File: config.mk
export PLATFORM = sky130hd
export DESIGN_NAME = vc_pkt_scheduler
export DESIGN_NICKNAME = d
export VERILOG_FILES = /design/src/rtl/ravenoc_pkg.sv /design/src/rtl/rr_arbiter.sv /design/src/rtl/vc_pkt_scheduler.sv
export SDC_FILE = /design/constraint.sdc
export NUM_CORES = 1
export LEC_CHECK = 0
export ABC_AREA = 1
export BUFFER_PORTS_ARGS = -buffer_cell sky130_fd_sc_hd__buf_2
export CAP_MARGIN = 20
export CORE_MARGIN = 4
export CORE_UTILIZATION = 45
export CTS_BUF_LIST = sky130_fd_sc_hd__clkbuf_4 sky130_fd_sc_hd__clkbuf_8
export DETAILED_ROUTE_END_ITERATION = 10
export GPL_TIMING_DRIVEN = 0
export PLACE_DENSITY = 0.69
export SLEW_MARGIN = 20
export SYNTH_ARGS = -nofsm -noshare
export SYNTH_HDL_FRONTEND = slang
export SYNTH_SLANG_ARGS = --single-unit
File: constraint.sdc
create_clock -name clk -period 1.8 [get_ports clk]
set_input_delay 0.09 -clock clk [delete_from_list [all_inputs] [get_ports clk]]
set_output_delay 0.09 -clock clk [all_outputs]
set_load 0.05 [all_outputs]
File: src/rtl/ravenoc_pkg.sv
// rtl/ravenoc_pkg.sv - shared defaults, types and helpers for the VC packet scheduler
package ravenoc_pkg;

  localparam int N_VIRT_CHN   = 2;
  localparam int H_PRIORITY   = 0;
  localparam int RR_EN        = 0;
  localparam int STARVE_LIMIT = 16;

  function automatic int vcw_of(input int n);
    return $clog2(n > 1 ? n : 2);
  endfunction

  localparam int VCW = vcw_of(N_VIRT_CHN);

  typedef logic [VCW-1:0] vc_id_t;

  typedef enum logic {
    SCH_IDLE   = 1'b0,
    SCH_LOCKED = 1'b1
  } sched_st_t;

endpackage

File: src/rtl/rr_arbiter.sv
// rtl/rr_arbiter.sv - round-robin pick: first request strictly after ptr_i, wrapping
module rr_arbiter #(
  parameter int N  = 2,
  parameter int PW = 1
) (
  input  logic [N-1:0]  req_i,
  input  logic [PW-1:0] ptr_i,
  output logic [N-1:0]  gnt_o
);

  logic [N-1:0] w_mask;
  logic [N-1:0] w_masked;
  logic [N-1:0] w_src;

  always_comb begin
    w_mask = '0;
    for (int i = 0; i < N; i++) begin
      w_mask[i] = (i > int'(ptr_i));
    end
  end

  // Prefer requests above the pointer; fall back to the full set to wrap around.
  assign w_masked = req_i & w_mask;
  assign w_src    = (|w_masked) ? w_masked : req_i;
  assign gnt_o    = w_src & (~w_src + N'(1));

endmodule

File: src/rtl/vc_pkt_scheduler.sv
// rtl/vc_pkt_scheduler.sv - wormhole-aware VC output scheduler with lock, hold and starvation override
module vc_pkt_scheduler #(
  parameter int N_VIRT_CHN   = ravenoc_pkg::N_VIRT_CHN,
  parameter int H_PRIORITY   = ravenoc_pkg::H_PRIORITY,
  parameter int RR_EN        = ravenoc_pkg::RR_EN,
  parameter int STARVE_LIMIT = ravenoc_pkg::STARVE_LIMIT,
  localparam int VCW         = ravenoc_pkg::vcw_of(N_VIRT_CHN)
) (
  input  logic                  clk,
  input  logic                  arst,
  input  logic [N_VIRT_CHN-1:0] vc_valid_i,
  input  logic [N_VIRT_CHN-1:0] vc_head_i,
  input  logic [N_VIRT_CHN-1:0] vc_tail_i,
  output logic [N_VIRT_CHN-1:0] vc_ready_o,
  output logic [N_VIRT_CHN-1:0] gnt_o,
  output logic [VCW-1:0]        gnt_vc_o,
  output logic                  fout_valid_o,
  input  logic                  fout_ready_i,
  output logic                  locked_o,
  output logic                  err_o
);

  import ravenoc_pkg::*;

  localparam int N          = N_VIRT_CHN;
  localparam int CW         = (STARVE_LIMIT > 0) ? $clog2(STARVE_LIMIT + 1) : 1;
  localparam bit USE_STARVE = (STARVE_LIMIT > 0) && (N > 1);
  localparam bit USE_RR     = (RR_EN != 0) && (N > 1);

  sched_st_t      r_state, w_next_state;
  logic [VCW-1:0] r_lock_vc, r_rr_ptr, r_hold_idx;
  logic           r_hold_vld, r_err;
  logic [CW-1:0]  r_cnt [N];

  logic [N-1:0]   w_elig, w_sat, w_rr_gnt, w_gnt;
  logic [VCW-1:0] w_win_idx, w_gnt_idx;
  logic           w_win_found, w_hold_live, w_idle, w_fout_valid, w_xfer;

  assign w_elig      = vc_valid_i & vc_head_i;
  assign w_idle      = (r_state == SCH_IDLE);
  assign w_hold_live = r_hold_vld & w_elig[r_hold_idx];

  rr_arbiter #(.N(N), .PW(VCW)) u_rr (
    .req_i (w_elig),
    .ptr_i (r_rr_ptr),
    .gnt_o (w_rr_gnt)
  );

  // A stalled winner keeps the port until it moves, so a counter saturating meanwhile cannot preempt it.
  always_comb begin
    w_win_idx   = '0;
    w_win_found = 1'b0;
    w_sat       = '0;
    for (int i = 0; i < N; i++) begin
      w_sat[i] = USE_STARVE && w_elig[i] && (r_cnt[i] == CW'(STARVE_LIMIT));
    end
    if (w_hold_live) begin
      w_win_idx   = r_hold_idx;
      w_win_found = 1'b1;
    end else if (|w_sat) begin
      for (int i = N - 1; i >= 0; i--) if (w_sat[i]) w_win_idx = VCW'(i);
      w_win_found = 1'b1;
    end else if (USE_RR) begin
      for (int i = 0; i < N; i++) if (w_rr_gnt[i]) w_win_idx = VCW'(i);
      w_win_found = |w_rr_gnt;
    end else if (H_PRIORITY != 0) begin
      for (int i = 0; i < N; i++) if (w_elig[i]) w_win_idx = VCW'(i);
      w_win_found = |w_elig;
    end else begin
      for (int i = N - 1; i >= 0; i--) if (w_elig[i]) w_win_idx = VCW'(i);
      w_win_found = |w_elig;
    end
  end

  always_comb begin
    w_gnt     = '0;
    w_gnt_idx = '0;
    if (w_idle) begin
      if (w_win_found) begin
        w_gnt[w_win_idx] = 1'b1;
        w_gnt_idx        = w_win_idx;
      end
    end else begin
      w_gnt[r_lock_vc] = 1'b1;
      w_gnt_idx        = r_lock_vc;
    end
  end

  assign w_fout_valid = |(w_gnt & vc_valid_i);
  assign w_xfer       = w_fout_valid & fout_ready_i;

  always_comb begin
    w_next_state = r_state;
    case (r_state)
      SCH_IDLE:   if (w_xfer && !vc_tail_i[w_win_idx]) w_next_state = SCH_LOCKED;
      SCH_LOCKED: if (w_xfer && vc_tail_i[r_lock_vc])  w_next_state = SCH_IDLE;
      default:    w_next_state = SCH_IDLE;
    endcase
  end

  always_ff @(posedge clk) begin
    if (arst) begin
      r_state    <= SCH_IDLE;
      r_lock_vc  <= '0;
      r_rr_ptr   <= '0;
      r_hold_vld <= 1'b0;
      r_hold_idx <= '0;
      r_err      <= 1'b0;
      for (int i = 0; i < N; i++) r_cnt[i] <= '0;
    end else begin
      r_state    <= w_next_state;
      r_hold_vld <= w_idle && w_fout_valid && !fout_ready_i;
      r_hold_idx <= w_win_idx;
      if (w_idle && w_xfer) begin
        r_rr_ptr  <= w_win_idx;
        r_lock_vc <= w_win_idx;
      end
      if (w_idle ? |(vc_valid_i & ~vc_head_i)
                 : (vc_valid_i[r_lock_vc] && vc_head_i[r_lock_vc])) begin
        r_err <= 1'b1;
      end
      for (int i = 0; i < N; i++) begin
        if (USE_STARVE) begin
          if (w_xfer && w_gnt[i] && vc_head_i[i]) begin
            r_cnt[i] <= '0;
          end else if (w_elig[i] && !w_gnt[i] && (r_cnt[i] != CW'(STARVE_LIMIT))) begin
            r_cnt[i] <= r_cnt[i] + CW'(1);
          end
        end
      end
    end
  end

  assign gnt_o        = arst ? '0 : w_gnt;
  assign gnt_vc_o     = arst ? '0 : w_gnt_idx;
  assign vc_ready_o   = arst ? '0 : (w_gnt & {N{fout_ready_i}});
  assign fout_valid_o = ~arst & w_fout_valid;
  assign locked_o     = ~arst & (r_state == SCH_LOCKED);
  assign err_o        = ~arst & r_err;

endmodule
# Yosys cells after proc, flatten, opt, wreduce, memory -nomap -nowiden
# Memory sizes are Yosys's and may differ from the RTL's.
# Index checks and enable logic that the tools add are counted.
[totals]
reg_bits = 5
ramBits = 10
inputBits = 9
out_inout_bits = 8
word_cells = 112
mem_count = 1
[mem_list]
columns = ["memory", "words", "width", "rd", "rd_clocked_by_memory_dff", "write_ports", "line", "rtl"]
rows = [
  ["r_cnt", 2, 5, 2, 0, 2, "vc_pkt_scheduler.sv:33", "logic [CW-1:0] r_cnt [N];"],
]
[classes]
addsub = 2
order_cmp = 5
n_eq_ne = 4
n_mux = 53
bitwise_logic = 16
reduce_logical = 26
[op_table]
columns = ["operator", "n"]
rows = [
  ["1-bit two-way mux", 42],
  ["5-bit two-way mux", 4],
  ["1-bit logical AND", 18],
  ["5-bit by 1-bit adder with 5-bit output, second input constant", 2],
  ["5-bit equality test, second input constant", 2],
  ["5-bit inequality test, second input constant", 2],
  ["2-bit AND", 4],
  ["2-bit two-way mux", 4],
  ["2-bit OR reduction", 4],
  ["1-bit by 2-bit less-than comparator with 1-bit output, second input constant", 3],
  ["1-bit AND", 5],
  ["1-bit logical NOT", 4],
  ["1-bit OR", 4],
  ["1-bit demux with 1-bit select", 2],
  ["1-bit >= comparator, second input constant", 2],
  ["1-bit inverter", 2],
  ["2-bit inverter", 1],
  ["1-bit one-hot mux with 2 select lines", 1],
]

# Longest topological paths before layout
# Gate-level depths: netlist (run 1).
# An unclocked memory read counts as a cell.
[logic_depth]
ltp_word = 23
mapped_depth = 17
mapped_depth_nobuf = 17

# Least setup slack after synthesis (run 1)
# No wires, ideal clock.
[synth_timing]
path_kind = "register to output"
from = "mem r_cnt[1][0] in the netlist's numbering"
to = "out vc_ready_o[1]"
arrival_time_ps = 2243
t_required_ps = 1710
slack_ps = -533
path_stages_with_launch = 13
path_buffers = 0
path_cell_list = "edfxtp_1 > inv_1 > ha_1 > nand2_1 > inv_1 > nand2_1 > nor2_1 > nand2_1 > nand3_2 > nand3_1 > nand2_1 > inv_1 > nor3_1"
[synth_lines]
columns = ["item", "line", "rtl"]
rows = [
  ["from (decl)", "vc_pkt_scheduler.sv:33", ""],
  ["to (decl)", "vc_pkt_scheduler.sv:14", "output logic [N_VIRT_CHN-1:0] vc_ready_o,"],
]

==> out/qor.csv, run 1 <==
metric,value,unit
power density over cell area,641,mW/mm2
Finish-stage setup viols,26,
layer with the highest usage,met2,
worst-path cell chain,inv_1 > ha_1 > nand2_1 > inv_1 > nand2_2 > nor2_1 > nand2_1 > nand3_2 > nand2_4 > nand2_2 > nand2_4 > nand2_4 > a21oi_4 > buf_6,
post-layout min period,2.05,ns
Yosys cell types,22,
Post-DP HPWL,1540,um
Syn Area/Cell,7.67,um2
Power Total,0.000889,W
Synth-to-Final Area Change,43.5,%
"EDFF count, synth",10,
WL/cell,12.3,um
critical path's slowest cell,edfxtp_1,
Die Wd,54.3,um
GR Util met3,3.00,%
Die Y-Extent,54.3,um
Placed Area,0.00113,mm2
hold slack,0.121,ns
most frequent cell after synthesis,inv_1,
number of antenna-violating nets in the routed design,0,
I/O pin total,17,
reg2reg end,r_cnt[0][0]$_SDFFCE_PN0P_,
hold crit path type,in -> reg,
total CTS buffers,3,
Peak VDD IR,0.520,mV
Worst Path Arrival,1.96,ns
hold_sp,vc_tail_i[0],
final wirelength,2300,um
drt drc,0,
Worst Path Required,1.71,ns
period utilisation layout,114,%
CP Buf/Inv Count,3,
Critical Path Start,r_cnt[1][0]$_SDFFCE_PN0P_,
hold buffers post-CTS,0,
"Max FO, Critical Path",3,
Post-Place Cells,169,
top_reg_cell synth,edfxtp_1,
Vias,938,
Max Freq,487,MHz
met1 Use GR,19.7,%
total grt overflow,0,
critical path capture point,fout_valid_o,
largest net degree at the start of global routing,11,
row count,16,
Final Max Tran Viols,0,
filler cell count,160,
CP Launch Type,register,
GP Congestion,0.879,
"flops & latches, synth",15,
worst reg2reg path depth,15,
port buffer count,16,
main area contributors after synthesis,"edfxtp_1 31%, dfxtp_1 10%, inv_1 8.9%",
clock sinks,15,
Final Hold Fails,0,
failing checks,setup timing,
post-route cell area,0.00139,mm2
R2R setup slack,-0.21,ns
"area leader, netlist",edfxtp_1,
final worst slack,-0.254,ns
Iter 0 DRT Violations,28,
actual slew at the worst max-slew pin,0.728,ns
Worst-path clk slew,0.09,ns
MaxCap Viol Count,0,
Slew HR,51.5,%
Pre-Repair DR Iteration Count,4,
sequential fraction of the synthesis area,41.5,%
mapped cell area,966,um2
H-tree depth,1,
Crit Reg-Reg Startpoint,r_cnt[1][0]$_SDFFCE_PN0P_,
post-layout net count,174,
Clock Skew,0.00162,ns
clk buf depth,2,
Tot GR Track Use,17.2,%
crit path kind,reg -> out,
Crit path top cell by count,nand2_4,
Crit path depth,14,
unrepaired setup endpoints after global routing,true,
multi-input logic area,581,um2
CTS tree,built,
syn nets,139,
delay of the slowest critical-path stage,0.37,ns
clk root buf,clkbuf_4,
die area,0.00295,mm2
worst-skew pair later-pin latency,0.28,ns
initial core utilization,48.2,%
diodes inserted,0,
Yosys top cell area share,31.1,%
"Cell Count, Final, Fillers Out",187,
Leak,0.652,nW
"top cells by count, synth","23 x inv_1, 21 x nor2_1, 19 x nand2_1, 10 x edfxtp_1, 9 x nand3_1",
ys async rst share,0,%
vias in the first global route,839,
cell family with most CP delay,simple AND/OR/NAND/NOR gates,
cell count after synthesis,126,
Core Area,0.00200,mm2
layout cells sized above 1,40.0,%
first-pass GRT wire length,3560,um
status,finished with violations,
initial antenna violation count,0,
vias per cell,5.02,
CP Capture Type,output port,
Setup Total Neg Slack,-3.67,ns
sequential cell area,400,um2
yosys warns,0,
GRT met2 Usage,29.7,%
## worst min-delay path, delay by kind of cell
kind / cells / cell delay [ns]
compound gates: 2 / 0.14
simple gates: 1 / 0.05
buf+inv: 1 / 0.09
## final cells by class
cell class,count,share of cell area (%)
multi-input combinational,85,41.9
tap,27,2.44
clock buffer,4,2.17
buffer,2,1.08
sequential,15,28.9
timing repair buffer,30,16.6
inverter,24,6.95
## stage by stage
stage          util (%)  setup slack, ns
2_1_floorplan         -           -0.109
3_3_place_gp       56.3           -0.268
3_5_place_dp       56.3           -0.323
4_1_cts            64.3           -0.254
5_1_grt            69.3           -0.356
6_report           69.3           -0.254
## how the worst min path moves through the flow
stage	depth (start not counted)	to	slack [ns]
after global routing	3	r_state$_SDFF_PP0_	0.14
after floorplan	2	r_state$_SDFF_PP0_	0.24
after CTS	3	r_state$_SDFF_PP0_	0.12
after detailed placement	4	r_state$_SDFF_PP0_	0.43
after global placement	4	r_state$_SDFF_PP0_	0.43
final	4	r_state$_SDFF_PP0_	0.12
## repair_timing
action | CTS | global route
setup endpoints to repair | 28 | 28
pin swaps | 8 | 10
setup buffers | 9 | 5
resized for setup | 18 | 16
## cells by family (layout without fill, tap and decap cells)
group           after synthesis  in the layout  synth area share [%]
simple gates                 66             66                  32.5
fa+ha+maj                     4              4                  5.18
compound gates               10             10                  5.70
flops                        15             15                  41.5
xor+xnor                      5              5                  4.53
buf+inv                      26             60                  10.6
## sequential cells by signal (all words and copies together) (netlist names)
name        flops
r_cnt          10
r_err           1
r_hold_idx      1
r_hold_vld      1
r_lock_vc       1
r_state         1
## where the power goes
group          internal (W)  switching, W
logic              0.000101      0.000165
clock network      0.000101      0.000114
registers          0.000392     0.0000154
total              0.000595      0.000294
## cell usage in the layout (no fill, tap or decap), types with 2 or more instances in the layout
master    count
inv_4         2
buf_2        10
xor2_1        4
buf_4        13
inv_1        20
nand3_1       5
nor2_2        4
nand4_1       5
ha_1          4
nor2_1       16
nand2_2       3
dfxtp_1       5
nand3_2       5
nor3_2        2
a21oi_1       4
nand2_4       6
o22ai_1       2
nand2_1      16
clkbuf_4      4
edfxtp_1     10
nand3_4       2
buf_6         7
## routing by layer
| metal | share of wire (%) | vias to the layer above |
|---|---|---|
| li1 | - | 474 |
| met4 | 3.0 | 0 |
| met5 | 0 | - |
| met1 | 43 | 426 |
| met3 | 4.6 | 8 |
| met2 | 50 | 30 |
Power figures use the tool's default switching activity.
==> run 2, diff against run 1 <==
- CORE_UTILIZATION: 45 -> 51
- PLACE_DENSITY: 0.69 -> 0.77
==> run 2 against run 1 <==
The flow still finishes with violations (setup timing). Via count grew 9.0%. Routed wire length increased by 20%. Sequential share of layout area rose by 0.21 points. Largest cell class unchanged. Largest power group unchanged.
==> out/qor.csv, run 2 (synthesized netlist as in run 1, its figures left out) <==
metric,value,unit
status,finished with violations,
failing checks,setup timing,
Final Max Tran Viols,0,
period utilisation layout,121,%
"Cell Count, Final, Fillers Out",184,
die area,0.00265,mm2
vias in the first global route,963,
worst-skew pair later-pin latency,0.30,ns
Die Wd,51.5,um
Synth-to-Final Area Change,42.5,%
Die Y-Extent,51.5,um
power density over cell area,644,mW/mm2
GP Congestion,0.861,
Peak VDD IR,0.652,mV
Worst Path Arrival,2.08,ns
total grt overflow,0,
Iter 0 DRT Violations,40,
filler cell count,132,
most frequent cells in the layout,"20 x inv_1, 18 x nor2_1, 15 x nand2_1, 13 x buf_4",
unrepaired setup endpoints after global routing,true,
post-route cell area,0.00138,mm2
hold buffers post-CTS,0,
Finish-stage setup viols,28,
number of antenna-violating nets in the routed design,0,
vias per cell,5.55,
Clock Skew,0.00266,ns
hold crit path type,in -> reg,
Worst-path clk slew,0.09,ns
H-tree depth,1,
actual slew at the worst max-slew pin,0.746,ns
Post-DP HPWL,1610,um
total CTS buffers,3,
post-layout net count,173,
hold slack,0.0992,ns
Vias,1022,
Max Freq,460,MHz
Biggest register,r_cnt,
final worst slack,-0.375,ns
clock sinks,15,
CP Launch Type,register,
row count,15,
Setup Total Neg Slack,-7.10,ns
clk buf depth,2,
Final Hold Fails,0,
layout cells sized above 1,39.0,%
"worst slack, placed",-0.305,ns
Worst Path Required,1.71,ns
I/O pin total,17,
MaxCap Viol Count,0,
Placed Area,0.00112,mm2
"Max FO, Critical Path",3,
final wirelength,2760,um
"commonest non-fill, non-tap cell in the layout",inv_1,
WL/cell,15.0,um
drt drc,0,
clk root buf,clkbuf_4,
post-layout min period,2.17,ns
Core Area,0.00176,mm2
first-pass GRT wire length,4160,um
initial antenna violation count,0,
CTS tree,built,
Post-Place Cells,167,
largest net degree at the start of global routing,11,
CP Capture Type,output port,
port buffer count,16,
crit path kind,reg -> out,
Pre-Repair DR Iteration Count,5,
Leak,0.649,nW
Tot GR Track Use,21.3,%
max reg flops,10,
initial core utilization,54.8,%
diodes inserted,0,
Slew HR,50.3,%
## run 2: repair_timing
item	in CTS	in global routing
setup buffers	10	3
pin swaps	6	6
setup endpoints to repair	28	28
resized for setup	25	8
## run 2: power by group
part	internal [W]	total (W)	leakage [nW]	switching (W)
logic	0.000102	0.000274	0.486	0.000172
clock network	0.0000830	0.000203	0.0177	0.000120
registers	0.000392	0.000410	0.146	0.0000173
total	0.000577	0.000886	0.649	0.000309
## run 2: worst paths after layout
kind,from,endpoint,slack (ns),cells after the start
max,r_cnt[0][1]$_SDFFCE_PN0P_,vc_ready_o[0],-0.37,13
max reg2reg,r_cnt[0][1]$_SDFFCE_PN0P_,r_cnt[0][3]$_SDFFCE_PN0P_,-0.35,14
min reg2reg,r_err$_SDFFE_PP0P_,r_err$_SDFFE_PP0P_,0.48,2
min,fout_ready_i,r_state$_SDFF_PP0_,0.1,3
## run 2: critical path: stages (launching register included)
cell      delay [ns]
edfxtp_1        0.44
inv_1           0.12
ha_1            0.17
nand2_1         0.07
inv_2           0.07
nand3_2         0.08
nand2_2         0.09
nand3_4         0.10
nand2_4         0.09
nand2_2         0.06
nand2_4         0.10
inv_2           0.07
nor3_4          0.12
buf_6           0.18
## run 2: metal layers
metal | track usage [%] | vias to the layer above | wire length (um) | part of all wire, %
met5 | 0 | - | 0 | 0
met4 | 12.2 | 0 | 125 | 4.5
met3 | 3.15 | 12 | 182 | 6.6
met2 | 37.5 | 49 | 1460 | 53
met1 | 24.3 | 488 | 1000 | 36
li1 | - | 473 | - | -
## run 2: stage by stage
| stage | total power (W) | util (%) |
|---|---|---|
| final | 0.000886 | 78.0 |
| after global routing | 0.000928 | 78.0 |
| after CTS | 0.000849 | 74.3 |
| after detailed placement | 0.000609 | 63.8 |
| after global placement | 0.000601 | 63.8 |
| after floorplan | 0.000559 | - |
## run 2: area by class of cell
class,instances,area (um2),area share [%]
clock inverter,1,5.00,0.364
multi-input combinational,85,586,42.5
inverter,24,93.8,6.82
tap,25,31.3,2.27
sequential,15,400,29.1
clock buffer,3,22.5,1.64
buffer,2,15.0,1.09
timing repair buffer,29,223,16.2
==> run 3, diff against run 2 <==
- ABC_AREA: 1 -> 0
- CORE_UTILIZATION: 51 -> 52
==> run 3 against run 2 <==
The flow still finishes with violations (setup timing). Register-to-register slack got worse by 0.05 ns. Power increased by 3.1%. Hold slack worse by 0.034 ns. Combinational power up 11%. Critical path depth fell by 4. Largest cell class unchanged.
==> out/qor.csv, run 3 <==
metric,value,unit
status,finished with violations,
failing checks,setup timing,
port buffer count,16,
Syn Area/Cell,9.51,um2
"Max FO, Critical Path",3,
post-layout min period,2.23,ns
Core Area,0.00194,mm2
CP Launch Type,register,
clk root buf,clkbuf_4,
number of antenna-violating nets in the routed design,0,
hold_sp,fout_ready_i,
Worst-path clk slew,0.10,ns
Die Wd,53.1,um
largest net degree at the start of global routing,11,
vias in the first global route,1038,
yosys warns,0,
GRT met2 Usage,42.4,%
unrepaired setup endpoints after global routing,true,
"commonest non-fill, non-tap cell in the layout",buf_4,
total grt overflow,0,
total CTS buffers,3,
"worst slack, placed",-0.481,ns
ys async rst share,0,%
reg2reg end,r_cnt[1][3]$_SDFFCE_PN0P_,
worst reg2reg path depth,7,
Biggest register,r_cnt,
I/O pin total,17,
Pre-Repair DR Iteration Count,4,
syn nets,124,
Synth-to-Final Area Change,43.6,%
Vias,1020,
Max Freq,449,MHz
"flops & latches, synth",15,
hold crit path type,in -> reg,
filler cell count,126,
hold slack,0.0651,ns
die area,0.00282,mm2
Post-DP HPWL,1750,um
met1 Use GR,26.8,%
worst-skew pair later-pin latency,0.28,ns
post-layout net count,163,
Worst Path Arrival,2.14,ns
Die Y-Extent,53.1,um
Final Max Tran Viols,0,
"top cells by count, synth","18 x nor2_1, 10 x edfxtp_1, 8 x inv_1, 8 x nand2_1, 8 x nand3_1",
top_reg_cell synth,edfxtp_1,
Crit Reg-Reg Startpoint,r_cnt[0][0]$_SDFFCE_PN0P_,
Iter 0 DRT Violations,36,
cell count after synthesis,111,
Tot GR Track Use,23.7,%
WL/cell,16.6,um
"area leader, netlist",edfxtp_1,
main area contributors after synthesis,"edfxtp_1 28%, dfxtp_1 9.5%, nor2_1 6.4%",
hold path depth,2,
power density over cell area,603,mW/mm2
final worst slack,-0.427,ns
R2R setup slack,-0.40,ns
mapped cell area,0.00106,mm2
GP Congestion,0.895,
crit path kind,reg -> out,
CTS tree,built,
period utilisation layout,124,%
initial antenna violation count,1,
drt drc,0,
Final Core Density,78.1,%
"EDFF count, synth",10,
hold path endpoint,r_hold_vld$_SDFF_PP0_,
Slew HR,56.8,%
Finish-stage setup viols,22,
vias per cell,5.76,
most frequent cells in the layout,"16 x buf_4, 11 x nor2_1, 10 x buf_2, 10 x edfxtp_1",
hold buffers post-CTS,0,
CP Capture Type,output port,
sequential fraction of the synthesis area,37.9,%
Clock Skew,0.00130,ns
Worst Path Required,1.71,ns
initial core utilization,54.4,%
Yosys cell types,42,
max reg flops,10,
Final Hold Fails,0,
H-tree depth,1,
Peak VDD IR,0.446,mV
row count,16,
most frequent cell after synthesis,nor2_1,
Yosys top cell area share,28.4,%
layer with the highest usage,met2,
MaxCap Viol Count,0,
GR Util met3,3.66,%
Leak,0.596,nW
actual slew at the worst max-slew pin,0.648,ns
clock sinks,15,
clk buf depth,2,
layout cells sized above 1,46.3,%
final wirelength,2950,um
first-pass GRT wire length,4740,um
-- run 3: cell count changes after synthesis, sizes merged, moves of 3 or more --
cell   previous run  this run
o21ai             2         7
inv              23         8
nand3            12         8
nor4              0         3
nand2            25         8
nor2b             0         3
nand4             5         0
-- run 3: final cells by class --
type | instances | area [um2] | area share (%)
flip-flops and latches | 15 | 400 | 26.4
diodes | 1 | 2.50 | 0.165
clock inverters | 1 | 5.00 | 0.330
plain buffers | 3 | 20.0 | 1.32
inverters | 8 | 30.0 | 1.98
clock buffers | 3 | 22.5 | 1.49
multi-input cells | 85 | 734 | 48.4
well taps | 27 | 33.8 | 2.23
repair buffers | 34 | 268 | 17.7
-- run 3: logic make-up (layout without fill, tap and decap cells) --
| kind of cell | after synthesis | count (layout) | share of synthesized area [%] |
|---|---|---|---|
| muxes | 1 | 1 | 1.07 |
| and+or+nand+nor | 51 | 51 | 29.9 |
| buffers and inverters | 11 | 49 | 4.27 |
| adders and majority gates | 4 | 4 | 4.74 |
| AOI/OAI and AO/OA | 23 | 23 | 17.2 |
| DFF | 15 | 15 | 37.9 |
| other | 0 | 1 | 0 |
| xor gates and xnor gates | 6 | 6 | 4.98 |
-- run 3: per-layer routing --
| metal | vias up | wire, um |
|---|---|---|
| met2 | 51 | 1460 |
| met3 | 14 | 180 |
| met4 | 0 | 128 |
| met1 | 476 | 1180 |
| li1 | 479 | - |
| met5 | - | 0 |
-- run 3: stage by stage --
| stage | instance area [um2] | total power (W) | TNS, ns | instances |
|---|---|---|---|---|
| 2_1_floorplan | 1090 | 0.000572 | -2.83 | 111 |
| 3_5_place_dp | 1210 | 0.000625 | -6.15 | 154 |
| 3_3_place_gp | 1210 | 0.000618 | -5.26 | 154 |
| 5_1_grt | 1520 | 0.000945 | -8.70 | 177 |
| 4_1_cts | 1470 | 0.000891 | -5.97 | 171 |
| 6_report | 1520 | 0.000914 | -6.60 | 177 |
-- run 3: worst max-delay path by stage --
| stage | startpoint | to | cells after the start |
|---|---|---|---|
| after global placement | r_cnt[1][0]$_SDFFCE_PN0P_ | r_cnt[0][0]$_SDFFCE_PN0P_ | 7 |
| after global routing | r_cnt[0][1]$_SDFFCE_PN0P_ | fout_valid_o | 9 |
| final | r_cnt[0][0]$_SDFFCE_PN0P_ | fout_valid_o | 9 |
| after CTS | r_cnt[0][0]$_SDFFCE_PN0P_ | gnt_o[1] | 9 |
| after detailed placement | r_cnt[1][0]$_SDFFCE_PN0P_ | r_cnt[0][0]$_SDFFCE_PN0P_ | 7 |
| after floorplan | r_cnt[0][0]$_SDFFCE_PN0P_ | r_cnt[0][0]$_SDFFCE_PN0P_ | 7 |
-- run 3: report_power, final --
part | internal, W | switching [W]
registers | 0.000390 | 0.0000193
logic | 0.000134 | 0.000170
clock network | 0.0000824 | 0.000118
-- run 3: what timing repair did --
action | in CTS | in global routing
buffers inserted | 13 | 5
endpoints found under the hold margin | 0 | 0
endpoints found under the setup margin | 20 | 23
resized for setup | 32 | 4
pin swaps | 10 | 7
-- run 3: worst max-delay path, cell delays in order, from the launching register on --
cell and delay (ns):
edfxtp_1 0.40, inv_1 0.07, ha_1 0.15, and4bb_4 0.29
nor4_4 0.06, buf_4 0.16, o311a_4 0.32, nor2_4 0.17
nor2_2 0.06, buf_6 0.18
